==> config.mk <==
export PLATFORM = sky130hd
export DESIGN_NAME = rpn_controller
export DESIGN_NICKNAME = d
export VERILOG_FILES = /design/src/rtl/rpn_controller_pkg.sv /design/src/rtl/calc_alu.sv /design/src/rtl/rpn_controller.sv
export SDC_FILE = /design/constraint.sdc
export NUM_CORES = 1
export LEC_CHECK = 0
export CORE_MARGIN = 5
export CORE_UTILIZATION = 35
export CTS_BUF_LIST = sky130_fd_sc_hd__clkbuf_8
export DETAILED_ROUTE_END_ITERATION = 16
export PLACE_DENSITY = 0.66
export SKIP_LAST_GASP = 1
export SLEW_MARGIN = 20
export SYNTH_ARGS = -nofsm -noshare
export SYNTH_HDL_FRONTEND = slang
export SYNTH_SLANG_ARGS = --single-unit
==> constraint.sdc <==
create_clock -name clock -period 3.1 [get_ports clock]
set_clock_uncertainty 0.1 [all_clocks]
set_input_delay 0.62 -clock clock [delete_from_list [all_inputs] [get_ports clock]]
set_output_delay 0.62 -clock clock [all_outputs]
set_load 0.02 [all_outputs]
==> src/rtl/rpn_controller_pkg.sv <==
// Shared types and sizing for the RPN calculator controller.
// CALC_MUL_EN enables the MUL operation (otherwise MUL is rejected as an error).
package rpn_controller_pkg;
  localparam int WORD_WIDTH  = 16;
  localparam int STACK_SIZE  = 8;
  localparam int DEPTH_WIDTH = 4;

  typedef enum logic [2:0] {
    OP_PUSH = 3'd0, OP_ADD, OP_SUB, OP_MUL, OP_DUP, OP_DROP, OP_SWAP, OP_CLEAR
  } op_e;

  typedef enum logic [2:0] {
    IDLE, CHECK, POP_A, POP_B, PUSH_1, PUSH_2, CLEAR_LOOP
  } state_e;

  typedef struct packed {
    logic                  ready;
    logic                  done;
    logic                  error;
    logic                  push;
    logic                  pop;
    logic [WORD_WIDTH-1:0] write_data;
  } ctl_out_t;

  // Depth precondition for an op; false means reject with error.
  function automatic logic op_ok(input op_e op, input logic [DEPTH_WIDTH-1:0] depth);
    logic not_full;
    not_full = depth < DEPTH_WIDTH'(STACK_SIZE);
    case (op)
      OP_PUSH:                  return not_full;
      OP_DUP:                   return (depth >= 1) && not_full;
      OP_DROP:                  return depth >= 1;
      OP_ADD, OP_SUB, OP_SWAP:  return depth >= 2;
`ifdef CALC_MUL_EN
      OP_MUL:                   return depth >= 2;
`else
      OP_MUL:                   return 1'b0;
`endif
      default:                  return 1'b1;
    endcase
  endfunction
endpackage

==> src/rtl/calc_alu.sv <==
// Combinational arithmetic for binary ops: result = b op a (b = second, a = top).
// MUL is only built when CALC_MUL_EN is defined.
module calc_alu
  import rpn_controller_pkg::*;
(
  input  op_e                   op,
  input  logic [WORD_WIDTH-1:0] a,
  input  logic [WORD_WIDTH-1:0] b,
  output logic [WORD_WIDTH-1:0] result
);
  always_comb begin
    result = '0;
    case (op)
      OP_ADD:  result = b + a;
      OP_SUB:  result = b - a;
`ifdef CALC_MUL_EN
      OP_MUL:  result = b * a;
`endif
      default: result = '0;
    endcase
  end
endmodule

==> src/rtl/rpn_controller.sv <==
// RPN sequencer: splits key ops into pop/compute/push strobes for an external stack.
// Optional MUL support via CALC_MUL_EN.
module rpn_controller
  import rpn_controller_pkg::*;
(
  input  logic                   clock,
  input  logic                   reset,
  input  logic                   key_valid,
  input  logic [2:0]             key_op,
  input  logic [WORD_WIDTH-1:0]  key_value,
  output logic                   ready,
  output logic                   done,
  output logic                   error,
  output logic                   push,
  output logic                   pop,
  output logic [WORD_WIDTH-1:0]  write_data,
  input  logic [WORD_WIDTH-1:0]  read_data,
  output logic [DEPTH_WIDTH-1:0] depth
);
  state_e                 state_q, state_d;
  op_e                    op_q, op_d, key_op_e;
  logic [WORD_WIDTH-1:0]  a_q, a_d, b_q, b_d, alu_y;
  logic [DEPTH_WIDTH-1:0] depth_q, depth_d;
  ctl_out_t               out_q, out_d;

  assign key_op_e = op_e'(key_op);
  assign depth_d  = depth_q + DEPTH_WIDTH'(out_q.push) - DEPTH_WIDTH'(out_q.pop);

  calc_alu u_alu (.op(op_q), .a(a_q), .b(read_data), .result(alu_y));

  // Outputs are registered, so each state decides the strobes of the *next* cycle.
  // The POP_A work happens in CHECK: its pop was already issued on acceptance.
  always_comb begin
    state_d = state_q;
    op_d    = op_q;
    a_d     = a_q;
    b_d     = b_q;
    out_d   = '0;
    case (state_q)
      IDLE: if (key_valid) begin
        op_d    = key_op_e;
        state_d = CHECK;
        if (!op_ok(key_op_e, depth_q)) begin
          out_d.done  = 1'b1;
          out_d.error = 1'b1;
        end else begin
          case (key_op_e)
            OP_PUSH:  begin out_d.push = 1'b1; out_d.write_data = key_value; out_d.done = 1'b1; end
            OP_DUP:   begin out_d.push = 1'b1; out_d.write_data = read_data; out_d.done = 1'b1; end
            OP_DROP:  begin out_d.pop = 1'b1; out_d.done = 1'b1; end
            OP_CLEAR: begin out_d.pop = (depth_q != '0); out_d.done = (depth_q <= 1); end
            default:  out_d.pop = 1'b1;
          endcase
        end
      end
      CHECK: begin
        if (out_q.done) state_d = IDLE;
        else if (op_q == OP_CLEAR) begin
          state_d    = CLEAR_LOOP;
          out_d.pop  = 1'b1;
          out_d.done = (depth_d == 1);
        end else begin
          a_d       = read_data;
          out_d.pop = 1'b1;
          state_d   = POP_B;
        end
      end
      POP_B: begin
        b_d        = read_data;
        out_d.push = 1'b1;
        state_d    = PUSH_1;
        if (op_q == OP_SWAP) out_d.write_data = a_q;
        else begin
          out_d.write_data = alu_y;
          out_d.done       = 1'b1;
        end
      end
      PUSH_1: begin
        if (out_q.done) state_d = IDLE;
        else begin
          out_d.push       = 1'b1;
          out_d.write_data = b_q;
          out_d.done       = 1'b1;
          state_d          = PUSH_2;
        end
      end
      CLEAR_LOOP: begin
        if (out_q.done) state_d = IDLE;
        else begin
          out_d.pop  = 1'b1;
          out_d.done = (depth_d == 1);
        end
      end
      default: state_d = IDLE;
    endcase
    out_d.ready = (state_d == IDLE);
  end

  always_ff @(posedge clock) begin
    if (reset) begin
      state_q     <= IDLE;
      op_q        <= OP_PUSH;
      a_q         <= '0;
      b_q         <= '0;
      depth_q     <= '0;
      out_q       <= '0;
      out_q.ready <= 1'b1;
    end else begin
      state_q <= state_d;
      op_q    <= op_d;
      a_q     <= a_d;
      b_q     <= b_d;
      depth_q <= depth_d;
      out_q   <= out_d;
    end
  end

  assign ready      = out_q.ready;
  assign done       = out_q.done;
  assign error      = out_q.error;
  assign push       = out_q.push;
  assign pop        = out_q.pop;
  assign write_data = out_q.write_data;
  assign depth      = depth_q;
endmodule

Word-level counts from Yosys, hierarchy flattened --
Index checks and enable logic that the tools add are counted.
Word-level totals: register bits 63, input bits 38
Cells by class: $lt $le $gt $ge 4, $add $sub $neg 4, equal/unequal tests 16, bitwise logic cells 4, reductions and logical operators 12, mux-type cells 29
Operators by type and width (number):
- 16-bit one-hot mux with 2 select lines | 2
- 16-bit one-hot mux with 3 select lines | 1
- 16-bit 2-to-1 mux | 2
- 3-bit == test (second input constant) | 8
- 20-bit 2-to-1 mux | 1
- 18-bit 2-to-1 mux | 1
- 16-bit adder | 1
- 16-bit subtractor | 1
- 3-bit 2-to-1 mux | 5
- 3-bit one-hot mux with 5 select lines | 1
- 3-bit by 2-bit == test with 1-bit output (second input constant) | 4
- 1-bit 2-to-1 mux | 10
- 1-bit one-hot mux with 5 select lines | 2
- 3-bit by 1-bit == test with 1-bit output (second input constant) | 3
- 3-bit zero test | 3
- 3-bit OR reduction | 3
- 1-bit one-hot mux with 2 select lines | 3
- 4-bit by 1-bit adder with 4-bit output | 1
- 4-bit by 1-bit == test with 1-bit output (second input constant) | 1
- 4-bit by 1-bit >= comparator with 1-bit output (second input constant) | 1
- 4-bit by 2-bit >= comparator with 1-bit output (second input constant) | 1
- 4-bit by 1-bit less-or-equal comparator with 1-bit output (second input constant) | 1
- 4-bit < comparator (second input constant) | 1
- 1-bit NOT | 4
- 7 further kinds | 8

Longest topological paths before layout --
Gate-level depths: netlist of run 1.
depth after elaboration 8, mapped depth 15, depth with buffers taken out 15

Cells and area by module --
A second synthesis of run 1 with hierarchy kept.
Second synthesis, totals: cell total of the unflattened synthesis 505, area total of the unflattened synthesis 4162.7 µm²
Modules (own cells, without submodules):
- rpn_controller | times used 1, seq. area each 1261.2 µm², area each 2971.6 µm², cells each 330
- calc_alu | times used 1, seq. area each 0.0 µm², area each 1191.1 µm², cells each 175

Least setup slack after synthesis of run 1 --
Ideal clock, no wire load.
path type flip-flop to flip-flop, start register op_q[0], end register out_q, in the netlist write_data[11], clock period less this slack 3108 ps, cell stages (with the launch flop) 14, buffers on the path 2, setup time 71 ps, data required time 2929 ps, data arrival time 2937 ps, path slack -8 ps, cells stage by stage dfxtp_1 > buf_2 > or3b_4 > clkbuf_1 > o21ai_0 > inv_1 > ha_1 > nor2b_1 > o2111a_1 > o21ai_2 > a2111oi_1 > or3_1 > a31o_2 > a21oi_1
Between the ends: cells in the longest elaborated chain, start to end 4
RTL lines:
- start, declared | RTL line rpn_controller.sv:21 | op_e op_q, op_d, key_op_e;
- start signal, assigned | RTL line rpn_controller.sv:110 | op_q <= op_d;
- 3-bit by 2-bit == test with 1-bit output / 3-bit by 1-bit == test with 1-bit output (equally long branches) | RTL line calc_alu.sv:13 | case (op)
- 16-bit one-hot mux with 2 select lines | RTL line calc_alu.sv:13
- 16-bit 2-to-1 mux * | RTL line rpn_controller.sv:72 | if (op_q == OP_SWAP) out_d.write_data = a_q;
- 16-bit one-hot mux with 3 select lines * | RTL line rpn_controller.sv:39 | case (state_q)
- end signal, assigned | RTL line rpn_controller.sv:114 | out_q <= out_d;
- end, declared | RTL line rpn_controller.sv:24 | ctl_out_t out_q, out_d;
Every way passes the cells marked *; elsewhere a longest branch is shown, timed or not. A chain may end at the register's enable or synchronous reset.

Worst setup path after layout of run 1 --
start register op_q[1], end register out_q, in the netlist write_data[11]
The elaborated chain is that of the path after synthesis.

==> flow_metrics.tcl, run 1 <==
set metrics [dict create \
    wl_per_cell_microns 17.00 \
    cp_cell_sequence "or3b_4 > buf_6 > a21boi_2 > buf_4 > xor2_1 > ha_1 > buf_4 > nand2_1 > o21ai_0 > or3_1 > a31o_2 > a21oi_1" \
    timing.max_cap.violations 0 \
    cts.sinks 63 \
    final.period_utilization 0.9815 \
    timing.critical_path.fanout_max 6 \
    cts.reportedPaths.clkPinSlew_ps 80 \
    cts.htree.levels 3 \
    grt_setup_unrepaired "true" \
    core_area_sq_um 11370 \
    wl_microns 12970 \
    gp_routability_congestion 0.8624 \
    ys_dominant_reg_cell "dfxtp_1" \
    cp_common_cell "buf_4" \
    synth_cell_types 64 \
    maxClockFrequency_ghz 0.3287 \
    p_leak_nw 2.094 \
    drt_iter0_drc 314 \
    insertion_delay_ps 370 \
    vias_per_cell 5.383 \
    pre_repair_dr_iteration_count 6 \
    mappedNetlistArea_sq_um 4041 \
    timing_worst_slew_pin_value_ps 978.1 \
    critical_path_arrival_ps 3220 \
    synth-seq-area-share 0.3121 \
    final_core_util 0.4872 \
    slowest_delay_ps 440 \
    final_cell_mix "97 x nand2_1, 62 x clkdlybuf4s50_1, 61 x dfxtp_1" \
    synth_edf_count 0 \
    layout.cells.most_common "nand2_1" \
    worstHoldPathType "reg2reg" \
    power.ir.vdd_worst_uv 277.3 \
    grt_first_pass_wirelength_microns 21160 \
    final-max-slew-violation-count 0 \
    detailed_place_hpwl_microns 9310 \
    cts_made_buffers 9 \
    first_global_vias 4300 \
    worst_ep_required_time_ps 3280 \
    ys_warn_count 0 \
    endpoint_kind "register" \
    io_pins 63 \
    worst_setup_path_start_kind "register" \
    remaining_drc_errors 0 \
    grt_max_degree 27 \
    finalHoldWorstSlack_ps 360.9 \
    tns_ps 0 \
    chipHeight_microns 117.5 \
    final-hold-violation-count 0 \
    max-slew-margin-rel 0.3475 \
    cp_max_stage_cell "or3b_4" \
    die_w_microns 117.5 \
    area.growth.synth_to_final_pct 37.06 \
    postSynthNetCount 577 \
    dp.cells 743 \
    num-nets-final 677 \
    setup_violations 0 \
    synth_async_sr_flop_share 0 \
    period_needed_ps 3043 \
    cts.path.max_buffers 2 \
    port-buffer-count 62 \
    outcome "complete, no violations" \
    ys_ff_latch 63 \
    critical_path.top_delay_family "simple AND/OR/NAND/NOR gates" \
    floorplan.initialDensity 0.3555 \
    detail-route-antenna-nets 0 \
    n_antenna_cell 0 \
    antenna_found_initial 0 \
    globalRoute.totalOverflow 0 \
    criticalPathCategory "reg2reg" \
    synth_area_per_inst_sq_um 7.847 \
    power_density_nw_per_um2 736.3 \
    tritoncts "built" \
    post_layout_nonfiller_instances 763 \
    timing.critical_path.buf_inv 3 \
    cts.hold.buffers_added 0 \
    routed-via-count 4107 \
    clock-root-buffer "clkbuf_8" \
    fraction_of_final_layout_cells_with_drive_strength_greater_than_1 0.2113 \
    row_count 39 \
    die_area_sq_um 13800 \
    netlist_instances 515 \
    grt_util_all_layers 0.1846 \
]
cell families (layout without fill, tap and decap cells):
group           after synthesis  after routing  share of synthesized area
compound gates              147            147                     0.2362
mux                          18             18                    0.04954
simple gates                190            190                     0.2217
buf+inv                      47            152                    0.04613
xor+xnor                     26             26                    0.05635
fa+ha+maj                    24             24                    0.07802
flops                        63             63                     0.3121
layout make-up:
type	count	area [sq um]
clock buffers	10	137.6
inverters	20	75.07
flip-flops and latches	63	1264
clock inverters	6	67.56
fillers	1121	5831
well taps	143	178.9
repair buffers	116	1030
multi-input cells	405	2786
where the power goes:
group / internal (mW) / total [mW] / switching, mW
Clock: 0.396 / 0.765 / 0.369
Sequential: 0.879 / 0.959 / 0.0799
Combinational: 1.11 / 2.35 / 1.24
cell usage after synthesis (5+ instances only):
cell / count / area share
xnor2_1: 13 / 0.028
a211oi_1: 5 / 0.0093
nor2_1: 34 / 0.032
or3_1: 6 / 0.0093
mux2_2: 16 / 0.045
a222oi_1: 11 / 0.027
buf_2: 5 / 0.0062
dfxtp_1: 63 / 0.31
ha_1: 22 / 0.068
xor2_1: 13 / 0.028
o21ai_0: 26 / 0.032
inv_1: 20 / 0.019
clkbuf_1: 17 / 0.016
nor3_1: 13 / 0.016
nor2b_1: 6 / 0.0093
nand3_1: 6 / 0.0074
nand2_1: 99 / 0.092
a21oi_1: 57 / 0.071
a22oi_1: 6 / 0.011
worst reg2reg max path, cell delays in order (launching register included):
cell and delay [ps]:
dfxtp_2 330, or3b_4 440, buf_6 160, a21boi_2 110, buf_4 140, xor2_1 160, ha_1 320, buf_4 180
nand2_1 130, o21ai_0 120, or3_1 380, a31o_2 240, a21oi_1 130
registers in the layout, summed over array words and instances, names as in the netlist:
| signal | count |
|---|---|
| error | 1 |
| op_q | 3 |
| push | 1 |
| ready | 1 |
| done | 1 |
| write_data | 16 |
| depth | 4 |
| pop | 1 |
| b_q | 16 |
| a_q | 16 |
| state_q | 3 |
path summary, 6_finish.rpt:
path                            cells past startpoint  slack, ps                         to                  from
worst max-delay path                               12         60  write_data[11]$_SDFF_PP0_  op_q[1]$_SDFFE_PP0P_
worst min register to register                      2        360        b_q[7]$_SDFFE_PP0P_   b_q[7]$_SDFFE_PP0P_
worst min-delay path                                2        360        b_q[7]$_SDFFE_PP0P_   b_q[7]$_SDFFE_PP0P_
worst max register to register                     12         60  write_data[11]$_SDFF_PP0_  op_q[1]$_SDFFE_PP0P_
layer usage:
layer,global-route usage,vias up,wire (microns)
met5,0,-,0
met4,0.06308,0,197
met2,0.3278,88,6432
li1,-,2035,-
met3,0.03172,16,499
met1,0.2241,1968,5838
what timing repair did:
item / CTS / global route
setup endpoints to repair: 3 / 8
hold endpoints to repair: 0 / 0
buffers inserted: 0 / 4
pin swaps: 0 / 18
gates resized for setup: 3 / 41
metrics by stage:
step           instance area, sq um  power, mW  setup WS [ps]
2_1_floorplan                  4041      2.290          40.21
3_3_place_gp                   5105      2.979         -127.9
3_5_place_dp                   5105      3.015         -132.7
4_1_cts                        5330      3.811          25.82
5_1_grt                        5539      4.352         -86.69
6_report                       5539      4.078          57.43
(Power assumes the default switching activity.)
==> inputs of run 2 (changes only) <==
CORE_UTILIZATION = 39   (was 35)
PLACE_DENSITY = 0.71   (was 0.66)
SETUP_SLACK_MARGIN = 0.05   (was unset)
==> run 2 against run 1 <==
Against the previous run:
- die area down 9.4%
- non-clock buffer count is 3 higher
- sequential power about the same
- count of clock-buffer cells in the layout down 1
- first-iteration DRC count rose by 0.64%
- critical path depth unchanged
- largest power group unchanged
==> flow_metrics.tcl, run 2 (synthesized netlist as in run 1, its figures left out) <==
set metrics [dict create \
    gp_routability_congestion 0.8759 \
    setup_violations 0 \
    criticalPathCategory "reg2reg" \
    globalRoute.totalOverflow 0 \
    worst_ep_required_time_ps 3290 \
    fill_cells 921 \
    remaining_drc_errors 0 \
    grt_max_degree 46 \
    cts_made_buffers 9 \
    detailed_place_hpwl_microns 8771 \
    io_pins 63 \
    timing_worst_slew_pin_value_ps 1045 \
    max-slew-margin-rel 0.3029 \
    post_layout_nonfiller_instances 759 \
    grt_util_all_layers 0.1987 \
    outcome "complete, no violations" \
    pre_repair_dr_iteration_count 5 \
    drt_iter0_drc 316 \
    grt_setup_unrepaired "true" \
    row_count 37 \
    routed-via-count 4270 \
    wl_per_cell_microns 16.97 \
    detail-route-antenna-nets 0 \
    p_leak_nw 2.139 \
    endpoint_kind "register" \
    worstHoldPathType "reg2reg" \
    cts.reportedPaths.clkPinSlew_ps 80 \
    die_w_microns 111.8 \
    layout.cells.most_common "nand2_1" \
    timing.critical_path.fanout_max 5 \
    first_global_vias 4137 \
    period_needed_ps 3014 \
    final_critical_path_setup_slack_ps 85.60 \
    n_antenna_cell 0 \
    grt_first_pass_wirelength_microns 20150 \
    final-hold-violation-count 0 \
    design_power_total_mw 4.220 \
    maxClockFrequency_ghz 0.3317 \
    port-buffer-count 62 \
    num-nets-final 680 \
    final.period_utilization 0.9724 \
    die_area_sq_um 12500 \
    critical_path_arrival_ps 3200 \
    cts.sinks 63 \
    power.ir.vdd_worst_uv 325.1 \
    core_area_sq_um 10230 \
    area.growth.synth_to_final_pct 39.75 \
    insertion_delay_ps 360 \
    timing.max_cap.violations 0 \
    chipHeight_microns 111.8 \
    antenna_found_initial 0 \
    worst_setup_path_start_kind "register" \
    cts.path.max_buffers 2 \
    wl_microns 12880 \
    clock-root-buffer "clkbuf_8" \
    fraction_of_final_layout_cells_with_drive_strength_greater_than_1 0.2327 \
    dp.cells 734 \
    cts.htree.levels 3 \
    tritoncts "built" \
    final-max-slew-violation-count 0 \
    vias_per_cell 5.626 \
    floorplan.initialDensity 0.3950 \
    pre_cts_slack_ps -220.3 \
    final_cell_mix "96 x nand2_1, 62 x clkdlybuf4s50_1, 61 x dfxtp_1" \
    final_core_util 0.5520 \
    power_density_nw_per_um2 747.2 \
]
==> run 2: cell count changes in the layout (fill, tap and decap cells not counted), sizes merged <==
cell / before / now
inv: 21 / 20
clkinvlp: 2 / 0
bufinv: 1 / 3
clkinv: 2 / 4
clkbuf: 10 / 9
buf: 54 / 57
==> run 2: routing by layer <==
metal  GRT usage  vias up  wire [microns]
met5           0        -               0
met4     0.07867        0             402
met3     0.03859       32             712
met2      0.3433      150            6291
met1      0.2423     2051            5479
li1            -     2037               -
==> run 2: report_power, final <==
part | switching, mW | internal [mW]
Clock | 0.366 | 0.537
Sequential | 0.0790 | 0.879
Combinational | 1.24 | 1.12
==> run 2: final cells by class <==
| type | instances | area [sq um] | share of cell area |
|---|---|---|---|
| inverters | 20 | 75.07 | 0.01329 |
| clock buffers | 9 | 123.9 | 0.02193 |
| flip-flops and latches | 63 | 1264 | 0.2237 |
| well taps | 136 | 170.2 | 0.03013 |
| repair buffers | 119 | 1060 | 0.1876 |
| clock inverters | 7 | 121.4 | 0.02149 |
| multi-input cells | 405 | 2834 | 0.5018 |
==> run 2: worst max-delay path, cell delays in order, from the launching register on <==
cell	delay [ps]
dfxtp_2	330
or3b_4	430
buf_6	150
o31ai_4	50
xor2_1	180
ha_2	330
a21oi_2	180
o21bai_2	120
o21ai_4	270
a2111oi_4	110
or3_1	330
a31o_2	260
a21oi_2	100
==> run 2: metrics by stage <==
step	hold slack (ps)	cell area (sq um)	TNS (ps)
6_report	358.6	5648	0
5_1_grt	385.0	5648	-15.33
4_1_cts	361.1	5338	0
3_5_place_dp	349.9	5081	-587.0
3_3_place_gp	342.1	5081	-307.6
2_1_floorplan	336.0	4041	0
==> run 2: path summary, 6_finish.rpt <==
| check | from | to | slack (ps) | cells past startpoint |
|---|---|---|---|---|
| setup / recovery | op_q[1]$_SDFFE_PP0P_ | write_data[11]$_SDFF_PP0_ | 90 | 12 |
| hold / removal | b_q[14]$_SDFFE_PP0P_ | b_q[14]$_SDFFE_PP0P_ | 360 | 2 |
| setup reg to reg | op_q[1]$_SDFFE_PP0P_ | write_data[11]$_SDFF_PP0_ | 90 | 12 |
| hold reg to reg | b_q[14]$_SDFFE_PP0P_ | b_q[14]$_SDFFE_PP0P_ | 360 | 2 |
==> run 2: what timing repair did <==
action,in CTS,in global routing
gates resized for setup,2,58
pin swaps,0,31
setup buffers,0,9
hold buffers,0,0
endpoints found under the hold margin,0,0
endpoints found under the setup margin,3,9
